### config.mk
export PLATFORM = sky130hd
export DESIGN_NAME = spi_flash_read_sequencer
export DESIGN_NICKNAME = d
export VERILOG_FILES = /design/src/rtl/spi_flash_read_sequencer.sv
export SDC_FILE = /design/constraint.sdc
export NUM_CORES = 1
export LEC_CHECK = 0
export BUFFER_PORTS_ARGS = -buffer_cell sky130_fd_sc_hd__buf_4
export CORE_MARGIN = 2
export CORE_UTILIZATION = 53
export CTS_CLUSTER_SIZE = 8
export DETAILED_ROUTE_END_ITERATION = 12
export HOLD_SLACK_MARGIN = 0.05
export PLACE_DENSITY_LB_ADDON = 0.15
export SETUP_SLACK_MARGIN = 0.02
export SLEW_MARGIN = 20
export SYNTH_ARGS = -nofsm -noshare
export SYNTH_HDL_FRONTEND = slang
export SYNTH_SLANG_ARGS = --single-unit
### constraint.sdc
create_clock -name clk -period 3.4 [get_ports clk]
set_input_delay 0.51 -clock clk [delete_from_list [all_inputs] [get_ports clk]]
set_output_delay 0.51 -clock clk [all_outputs]
set_load 0.1 [all_outputs]
### src/rtl/spi_flash_read_sequencer.sv
// spi_flash_read_sequencer: APB master that walks a SPI controller through a
// flash READ (0x03) sequence and streams the returned payload bytes.
module spi_flash_read_sequencer #(
  parameter logic [31:0] BASEADDR   = 32'h90034000,
  parameter logic [7:0]  OFS_CSMODE = 8'h18,
  parameter logic [7:0]  OFS_TXDATA = 8'h48,
  parameter logic [7:0]  OFS_RXDATA = 8'h4C,
  parameter int          LEN_W      = 16,
  parameter int          POLL_MAX   = 1023
) (
  input  logic             clk,
  input  logic             rst,
  input  logic             req_valid,
  output logic             req_ready,
  input  logic [23:0]      req_addr,
  input  logic [LEN_W-1:0] req_len,
  output logic             rd_valid,
  input  logic             rd_ready,
  output logic [7:0]       rd_data,
  output logic             done,
  output logic             error,
  output logic             rpsel,
  output logic             rpenable,
  output logic             rpwrite,
  output logic [31:0]      rpaddr,
  output logic [31:0]      rpwdata,
  input  logic [31:0]      rprdata,
  input  logic             rpready,
  input  logic             rpslverr
);
  localparam int PW = $clog2(POLL_MAX + 1);
  localparam int IW = LEN_W + 1;

  typedef enum logic [3:0] {
    S_IDLE, S_CS_HOLD, S_TX_POLL, S_TX_WR, S_RX_POLL,
    S_OUT, S_NEXT, S_CS_REL, S_DONE
  } state_t;

  typedef enum logic [1:0] {PH_GAP, PH_SETUP, PH_ACCESS} phase_t;

  state_t state, state_n;
  phase_t ph, ph_n;

  logic [23:0]   addr_q;
  logic [IW-1:0] total_q;
  logic [IW-1:0] idx_q, idx_n;
  logic [PW-1:0] poll_q, poll_n;
  logic          err_q, err_n;
  logic [7:0]    rx_q, rx_n;
  logic          take, apb_st, wr_st, xfer;
  logic          busy, poll_hit, fail;
  logic [7:0]    ofs, tx_byte;
  logic          unused_rdata;

  assign unused_rdata = ^rprdata[30:8];
  assign take     = req_valid && req_ready;
  assign apb_st   = state inside {S_CS_HOLD, S_TX_POLL, S_TX_WR,
                                  S_RX_POLL, S_CS_REL};
  assign wr_st    = state inside {S_CS_HOLD, S_TX_WR, S_CS_REL};
  assign xfer     = apb_st && (ph == PH_ACCESS) && rpready;
  assign busy     = rprdata[31];
  assign poll_hit = (poll_q == PW'(POLL_MAX - 1));
  // a poll fails on slave error or on the last allowed busy answer
  assign fail     = rpslverr || (busy && poll_hit);

  always_ff @(posedge clk or posedge rst) begin
    if (rst) begin
      state <= S_IDLE;
      ph    <= PH_GAP;
    end else begin
      state <= state_n;
      ph    <= ph_n;
    end
  end

  always_ff @(posedge clk or posedge rst) begin
    if (rst) begin
      addr_q  <= '0;
      total_q <= '0;
      idx_q   <= '0;
      poll_q  <= '0;
      err_q   <= 1'b0;
      rx_q    <= '0;
    end else begin
      idx_q  <= idx_n;
      poll_q <= poll_n;
      err_q  <= err_n;
      rx_q   <= rx_n;
      if (take) begin
        addr_q  <= req_addr;
        total_q <= IW'(req_len) + IW'(4);
      end
    end
  end

  always_comb begin
    tx_byte = 8'h00;
    if (idx_q == IW'(0))      tx_byte = 8'h03;
    else if (idx_q == IW'(1)) tx_byte = addr_q[23:16];
    else if (idx_q == IW'(2)) tx_byte = addr_q[15:8];
    else if (idx_q == IW'(3)) tx_byte = addr_q[7:0];
  end

  always_comb begin
    ph_n = ph;
    if (apb_st) begin
      unique case (ph)
        PH_GAP:    ph_n = PH_SETUP;
        PH_SETUP:  ph_n = PH_ACCESS;
        PH_ACCESS: if (rpready) ph_n = PH_GAP;
        default:   ph_n = PH_GAP;
      endcase
    end
  end

  always_comb begin
    state_n = state;
    idx_n   = idx_q;
    poll_n  = poll_q;
    err_n   = err_q;
    rx_n    = rx_q;
    unique case (state)
      S_IDLE: if (take) begin
        state_n = S_CS_HOLD;
        idx_n   = '0;
        poll_n  = '0;
        err_n   = 1'b0;
      end
      S_CS_HOLD, S_TX_WR: if (xfer) begin
        if (rpslverr) begin
          err_n   = 1'b1;
          state_n = S_CS_REL;
        end else begin
          state_n = (state == S_CS_HOLD) ? S_TX_POLL : S_RX_POLL;
        end
      end
      S_TX_POLL, S_RX_POLL: if (xfer) begin
        if (fail) begin
          err_n   = 1'b1;
          poll_n  = '0;
          state_n = S_CS_REL;
        end else if (busy) begin
          poll_n = poll_q + PW'(1);
        end else begin
          poll_n = '0;
          if (state == S_TX_POLL) begin
            state_n = S_TX_WR;
          end else begin
            rx_n    = rprdata[7:0];
            state_n = (idx_q < IW'(4)) ? S_NEXT : S_OUT;
          end
        end
      end
      S_OUT: if (rd_ready) state_n = S_NEXT;
      S_NEXT: begin
        if (idx_q == total_q - IW'(1)) begin
          state_n = S_CS_REL;
        end else begin
          idx_n   = idx_q + IW'(1);
          state_n = S_TX_POLL;
        end
      end
      S_CS_REL: if (xfer) begin
        if (rpslverr) err_n = 1'b1;
        state_n = S_DONE;
      end
      S_DONE:  state_n = S_IDLE;
      default: state_n = S_IDLE;
    endcase
  end

  always_comb begin
    ofs = 8'h00;
    if (state inside {S_CS_HOLD, S_CS_REL})     ofs = OFS_CSMODE;
    else if (state inside {S_TX_POLL, S_TX_WR}) ofs = OFS_TXDATA;
    else if (state == S_RX_POLL)                ofs = OFS_RXDATA;
  end

  always_comb begin
    rpwdata = '0;
    if (rpwrite) begin
      if (state == S_CS_HOLD)  rpwdata = 32'd2;
      else if (state == S_TX_WR) rpwdata = {24'h0, tx_byte};
    end
  end

  assign rpsel     = apb_st && (ph != PH_GAP);
  assign rpenable  = apb_st && (ph == PH_ACCESS);
  assign rpwrite   = rpsel && wr_st;
  assign rpaddr    = rpsel ? (BASEADDR + {24'h0, ofs}) : '0;
  assign req_ready = (state == S_IDLE);
  assign rd_valid  = (state == S_OUT);
  assign rd_data   = rd_valid ? rx_q : '0;
  assign done      = (state == S_DONE);
  assign error     = done && err_q;

endmodule
# == Word-level counts from Yosys, hierarchy flattened ==
# Index checks and enable logic that the tools add are counted.
# word_totals
latch_bits,0
mem_bits_ro,0
output_inout_bits,79
register_bits,83
inputBits,78
ramBits,0
n_memories,0
elab_cells,112
# classes
n_reduce_logical,28
order_cmp,1
multipliers,0
mux,41
shift,0
n_eq_ne,26
add_sub_neg,5
div,0
bitwise_logic,3
# ops
op,n
8-bit 2-to-1 mux,8
10-bit 2-to-1 mux,4
"17-bit by 2-bit equality test with 1-bit output, second input constant",2
17-bit 2-to-1 mux,2
17-bit case mux with 2 select lines,1
"32-bit by 8-bit adder with 32-bit output, first input constant",1
32-bit 2-to-1 mux,1
4-bit 2-to-1 mux,7
4-bit case mux with 6 select lines,1
7-bit 2-to-1 mux,3
10-bit case mux with 2 select lines,1
"16-bit by 3-bit adder with 17-bit output, second input constant",1
"17-bit by 1-bit adder with 17-bit output, second input constant",1
"17-bit by 1-bit equality test with 1-bit output, second input constant",1
17-bit equality test,1
17-bit logical NOT,1
"17-bit by 3-bit < comparator with 1-bit output, second input constant",1
"17-bit by 1-bit subtractor with 17-bit output, second input constant",1
"4-bit by 3-bit equality test with 1-bit output, second input constant",4
3-bit 2-to-1 mux,4
"2-bit != test, second input constant",6
6-bit AND reduction,2
"10-bit by 1-bit adder with 10-bit output, second input constant",1
"10-bit equality test, second input constant",1
24 further kinds,48

# == Logic depth before layout (Yosys ltp) ==
# logic_depth
ltp_word,8
depth_mapped,11
ltp_nobuf,9

# == Least setup slack after synthesis ==
# No wires, ideal clock.
# synth_timing
kind,register -> output
from,register state[2]
to,output rd_data[0]
t_arrival_ns,5.141
required_ns,2.890
path_buffers,0
path_stages_with_launch,4
path_slack_ns,-2.251
cell_sequence,dfrtp_1 -> inv_1 -> nor4b_1 -> and2_1
# synth_between
elab_chain_len,2
# synth_lines
item,line,text
"start, declared",41,"state_t state, state_n;"
"start signal, assigned",71,state <= state_n;
4-bit by 3-bit equality test with 1-bit output,192,assign rd_valid = (state == S_OUT);
net rd_valid,17,"output logic rd_valid,"
8-bit 2-to-1 mux,193,assign rd_data = rd_valid ? rx_q : '0;
"end, declared",19,"output logic [7:0] rd_data,"
# The timed path passes the listed nets, and every way through them passes these cells.

# == Final worst setup path ==
# layout_timing
from,register idx_q[13]
to,output rpwdata[0]
# layout_between
elab_chain_len,8
elab_cells_between_ends,11
cone_classes,eq/ne (3); mux (7); reduce/logical (1)
# layout_lines
item,line,text
"start, declared",46,"logic [IW-1:0] idx_q, idx_n;"
"start signal, assigned",85,idx_q <= idx_n;
17-bit by 2-bit equality test with 1-bit output,101,else if (idx_q == IW'(3)) tx_byte = addr_q[7:0];
8-bit 2-to-1 mux,101,
8-bit 2-to-1 mux,100,else if (idx_q == IW'(2)) tx_byte = addr_q[15:8];
8-bit 2-to-1 mux,99,else if (idx_q == IW'(1)) tx_byte = addr_q[23:16];
8-bit 2-to-1 mux *,98,if (idx_q == IW'(0)) tx_byte = 8'h03;
8-bit 2-to-1 mux *,183,"else if (state == S_TX_WR) rpwdata = {24'h0, tx_byte};"
8-bit 2-to-1 mux *,182,if (state == S_CS_HOLD) rpwdata = 32'd2;
8-bit 2-to-1 mux *,181,if (rpwrite) begin
"end, declared",26,"output logic [31:0] rpwdata,"
# Mark *: on every way between the ends. The rest lies on a longest branch, timed or not.

==> results.md <==
* Status: finished, final reports clean
* Via count at 4633
* Synth top cells by count: nand2_1, dfrtp_1, buf_4
* Max Slew Vio Count at 0
* Vias in the first global route at roughly 4300
* Fill cells at approximately 940
* Post-synthesis cell type count at 63
* All-Layer GR Usage at 22.3%
* Sink Count at 83
* Layout cells sized above 1 at 21.3%
* Power density cells at 961 nW/µm²
* # IOs at 157
* Peak VDD IR at around 1.3 mV
* Antenna violations before repair at 0
* Gpl congestion at 0.875
* Layout Skew at ~0.01 ns
* Family with the most delay on the worst path: simple AND/OR/NAND/NOR gates
* Final hold vios at 0
* Max Freq at 318 MHz
* Maxcap violations at 0
* CTS Buf Count at 9
* # diodes at 0
* Async set-or-reset flop fraction in the synthesized netlist at 100%
* Max transition margin at 40.5%
* Min-delay worst type: in2async
* Vias/cell at 5.37
* Routed wire per std cell at 14.0 µm
* Top cell type's share of synthesized area at 38.0%
* Input/output buffers at 86
* Leading area contributor after synthesis: dfrtp_1
* RSZ-0062 raised after global routing: no
* Final #Nets at 808
* Top FF cell, synth: dfrtp_1
* Hpwl dp at 9.09 mm
* Register bit total from synthesis at 83
* Clk buf depth at 2
* Initial detailed-routing violation count at ~330
* WS Path Type: reg2out
* Crit-path max cell delay at 0.45 ns
* Sequential share of the synthesized area at 38.0%
* Post-Layout Inst Area at roughly 6300 µm²
* DRC at 0
* Syn_area_per_cell at 8.34 µm²
* Synth top area cells: dfrtp_1, nand2_1, buf_4, xnor2_1, o21ai_0
* DIE WIDTH at 106 µm
* Mapped Cells at 655
* WP data arrival at about 2.6 ns
* # H-tree levels at 3
* Most common cell in the netlist: nand2_1
* Finish-stage setup viols at 0
* Clock transition at the registers of the reported paths at ~0.080 ns
* Post-CTS Setup Inserts at 0
* Final worst-path cycle share at 92.4%
* Post-synth EDFFs at 0
* Warnings from Yosys at 0
* Root buffer cell: clkbuf_8
* Worst path buffer plus inverter count at 1
* First-pass GRT wire length at 20.1 mm
* Full die area at around 11000 µm²
* Critical Path Slowest Stage Cell: dfrtp_1
* Initial Utilization at 53.6%
* CP startpoint kind: flop
* TritonRoute pass-1 iters at 5
* Site row count at 37
* Area delta synth->final at 15.0%
* Leak pwr at 3.01 nW
* Mapped Area at between 5000 and 6000 µm²
* Worst-Skew Late Latency at 0.37 ns
* Endpoint class of the critical path: primary output
* Core area at 10200 µm²
* Crit Path Max Fanout at 7
* TritonCTS clock tree: done
* Largest net degree at the start of global routing at 51
* Worst-path cell chain: nor4_1 -> and4_2 -> and2_0 -> a22oi_1 -> nor2_1 -> a21oi_1 -> a211oi_4 -> buf_4
* DRT Wirelength at approximately 12 mm
* GRT overflow at 0
* Final Power at 6.04 mW
* Die height at 106 µm
* Least-Margin Pin Slew at 0.885 ns
* Crit path time final at 3.14 ns
* Placed inst area at 6060 µm²
* Antenna-violating nets left at 0
* Worst EP required at 2.89 ns
final timing paths:
path	slack [ns]	endpoint	start	cells after the start
min in group clk	0.33	addr_q[14]	req_addr[14]	3
setup reg to reg	0.53	idx_q[4]	state[2]	8
max in group asynchronous	2.34	total_q[0]	rst	3
hold reg to reg	0.48	addr_q[14]	addr_q[14]	2
setup / recovery	0.26	rpwdata[0]	idx_q[13]	8
hold / removal	0.30	addr_q[6]	rst	2
worst reg2reg max path, stage by stage (launching register included):
cell and delay (ns):
dfrtp_1 0.62, and4bb_2 0.40, nand3_1 0.10, nor4b_1 0.41, nand4_1 0.13, or4_1 0.53, buf_4 0.25, a31o_2 0.27
a21oi_2 0.10
placed cells by master, fill, tap and decap left out, types with 15 or more instances in the layout:
master and instances:
a21oi_1 20, buf_4 100, conb_1 47, dfrtp_1 83, nand2_1 125, nand3_1 27, nand4_1 17, nor2_1 37
o21ai_0 34, xnor2_1 20, xor2_1 15
metrics by stage:
| step | setup TNS, ns | setup WS [ns] | cells | hold WS [ns] | util [%] |
|---|---|---|---|---|---|
| 3_5_place_dp | 0 | 0.521 | 847 | 0.463 | 59.5 |
| 6_report | 0 | 0.260 | 863 | 0.295 | 61.7 |
| 3_3_place_gp | 0 | 0.611 | 847 | 0.459 | 59.5 |
| 5_1_grt | 0 | 0.0657 | 863 | 0.318 | 61.7 |
| 2_1_floorplan | -9.00 | -0.308 | 701 | 0.445 | - |
| 4_1_cts | 0 | 0.194 | 863 | 0.325 | 61.6 |
cell type report:
| type | instances | area (µm²) | area share [%] |
|---|---|---|---|
| multi-input combinational | 513 | 3010 | 47.9 |
| tap | 136 | 170 | 2.71 |
| inverter | 15 | 57.6 | 0.917 |
| clock inverter | 4 | 73.8 | 1.18 |
| clock buffer | 12 | 145 | 2.31 |
| timing repair buffer | 100 | 751 | 12.0 |
| sequential | 83 | 2080 | 33.1 |
kinds of logic (layout without fill, tap and decap cells):
group | after synthesis | after routing | synth area share [%]
AO/OA/AOI/OAI | 113 | 113 | 13.5
XOR/XNOR | 35 | 35 | 5.61
adder cells (fa/ha/maj) | 9 | 9 | 2.02
buffers and inverters | 105 | 131 | 11.5
flip-flops | 83 | 83 | 38.0
multiplexers | 17 | 17 | 3.32
other | 1 | 47 | 0.0686
AND/OR/NAND/NOR | 292 | 292 | 26.0
power by group:
| group | leakage [nW] | internal [mW] | total, mW | switching, mW |
|---|---|---|---|---|
| Sequential | 1.08 | 1.33 | 1.70 | 0.366 |
| Combinational | 1.82 | 0.999 | 3.54 | 2.54 |
| Clock | 0.111 | 0.435 | 0.795 | 0.361 |
| Total | 3.01 | 2.76 | 6.04 | 3.27 |
state kept, by name, summed over array words and instances (netlist names):
register,count
poll_q,10
ph,2
rx_q,8
idx_q,17
err_q,1
state,4
addr_q,24
total_q,17
per-layer routing:
metal	GRT usage [%]	wire (µm)	vias up
met5	0	0	-
met4	6.58	158	0
met3	4.76	611	14
met2	37.1	5950	144
met1	29.3	5400	2180
li1	-	-	2295
repair_timing:
action | 4_1_cts | 5_1_grt
resized for setup | 0 | 1
endpoints found under the setup margin | 0 | 1
hold buffers | 0 | 0
Power figures use the tool's default switching activity.
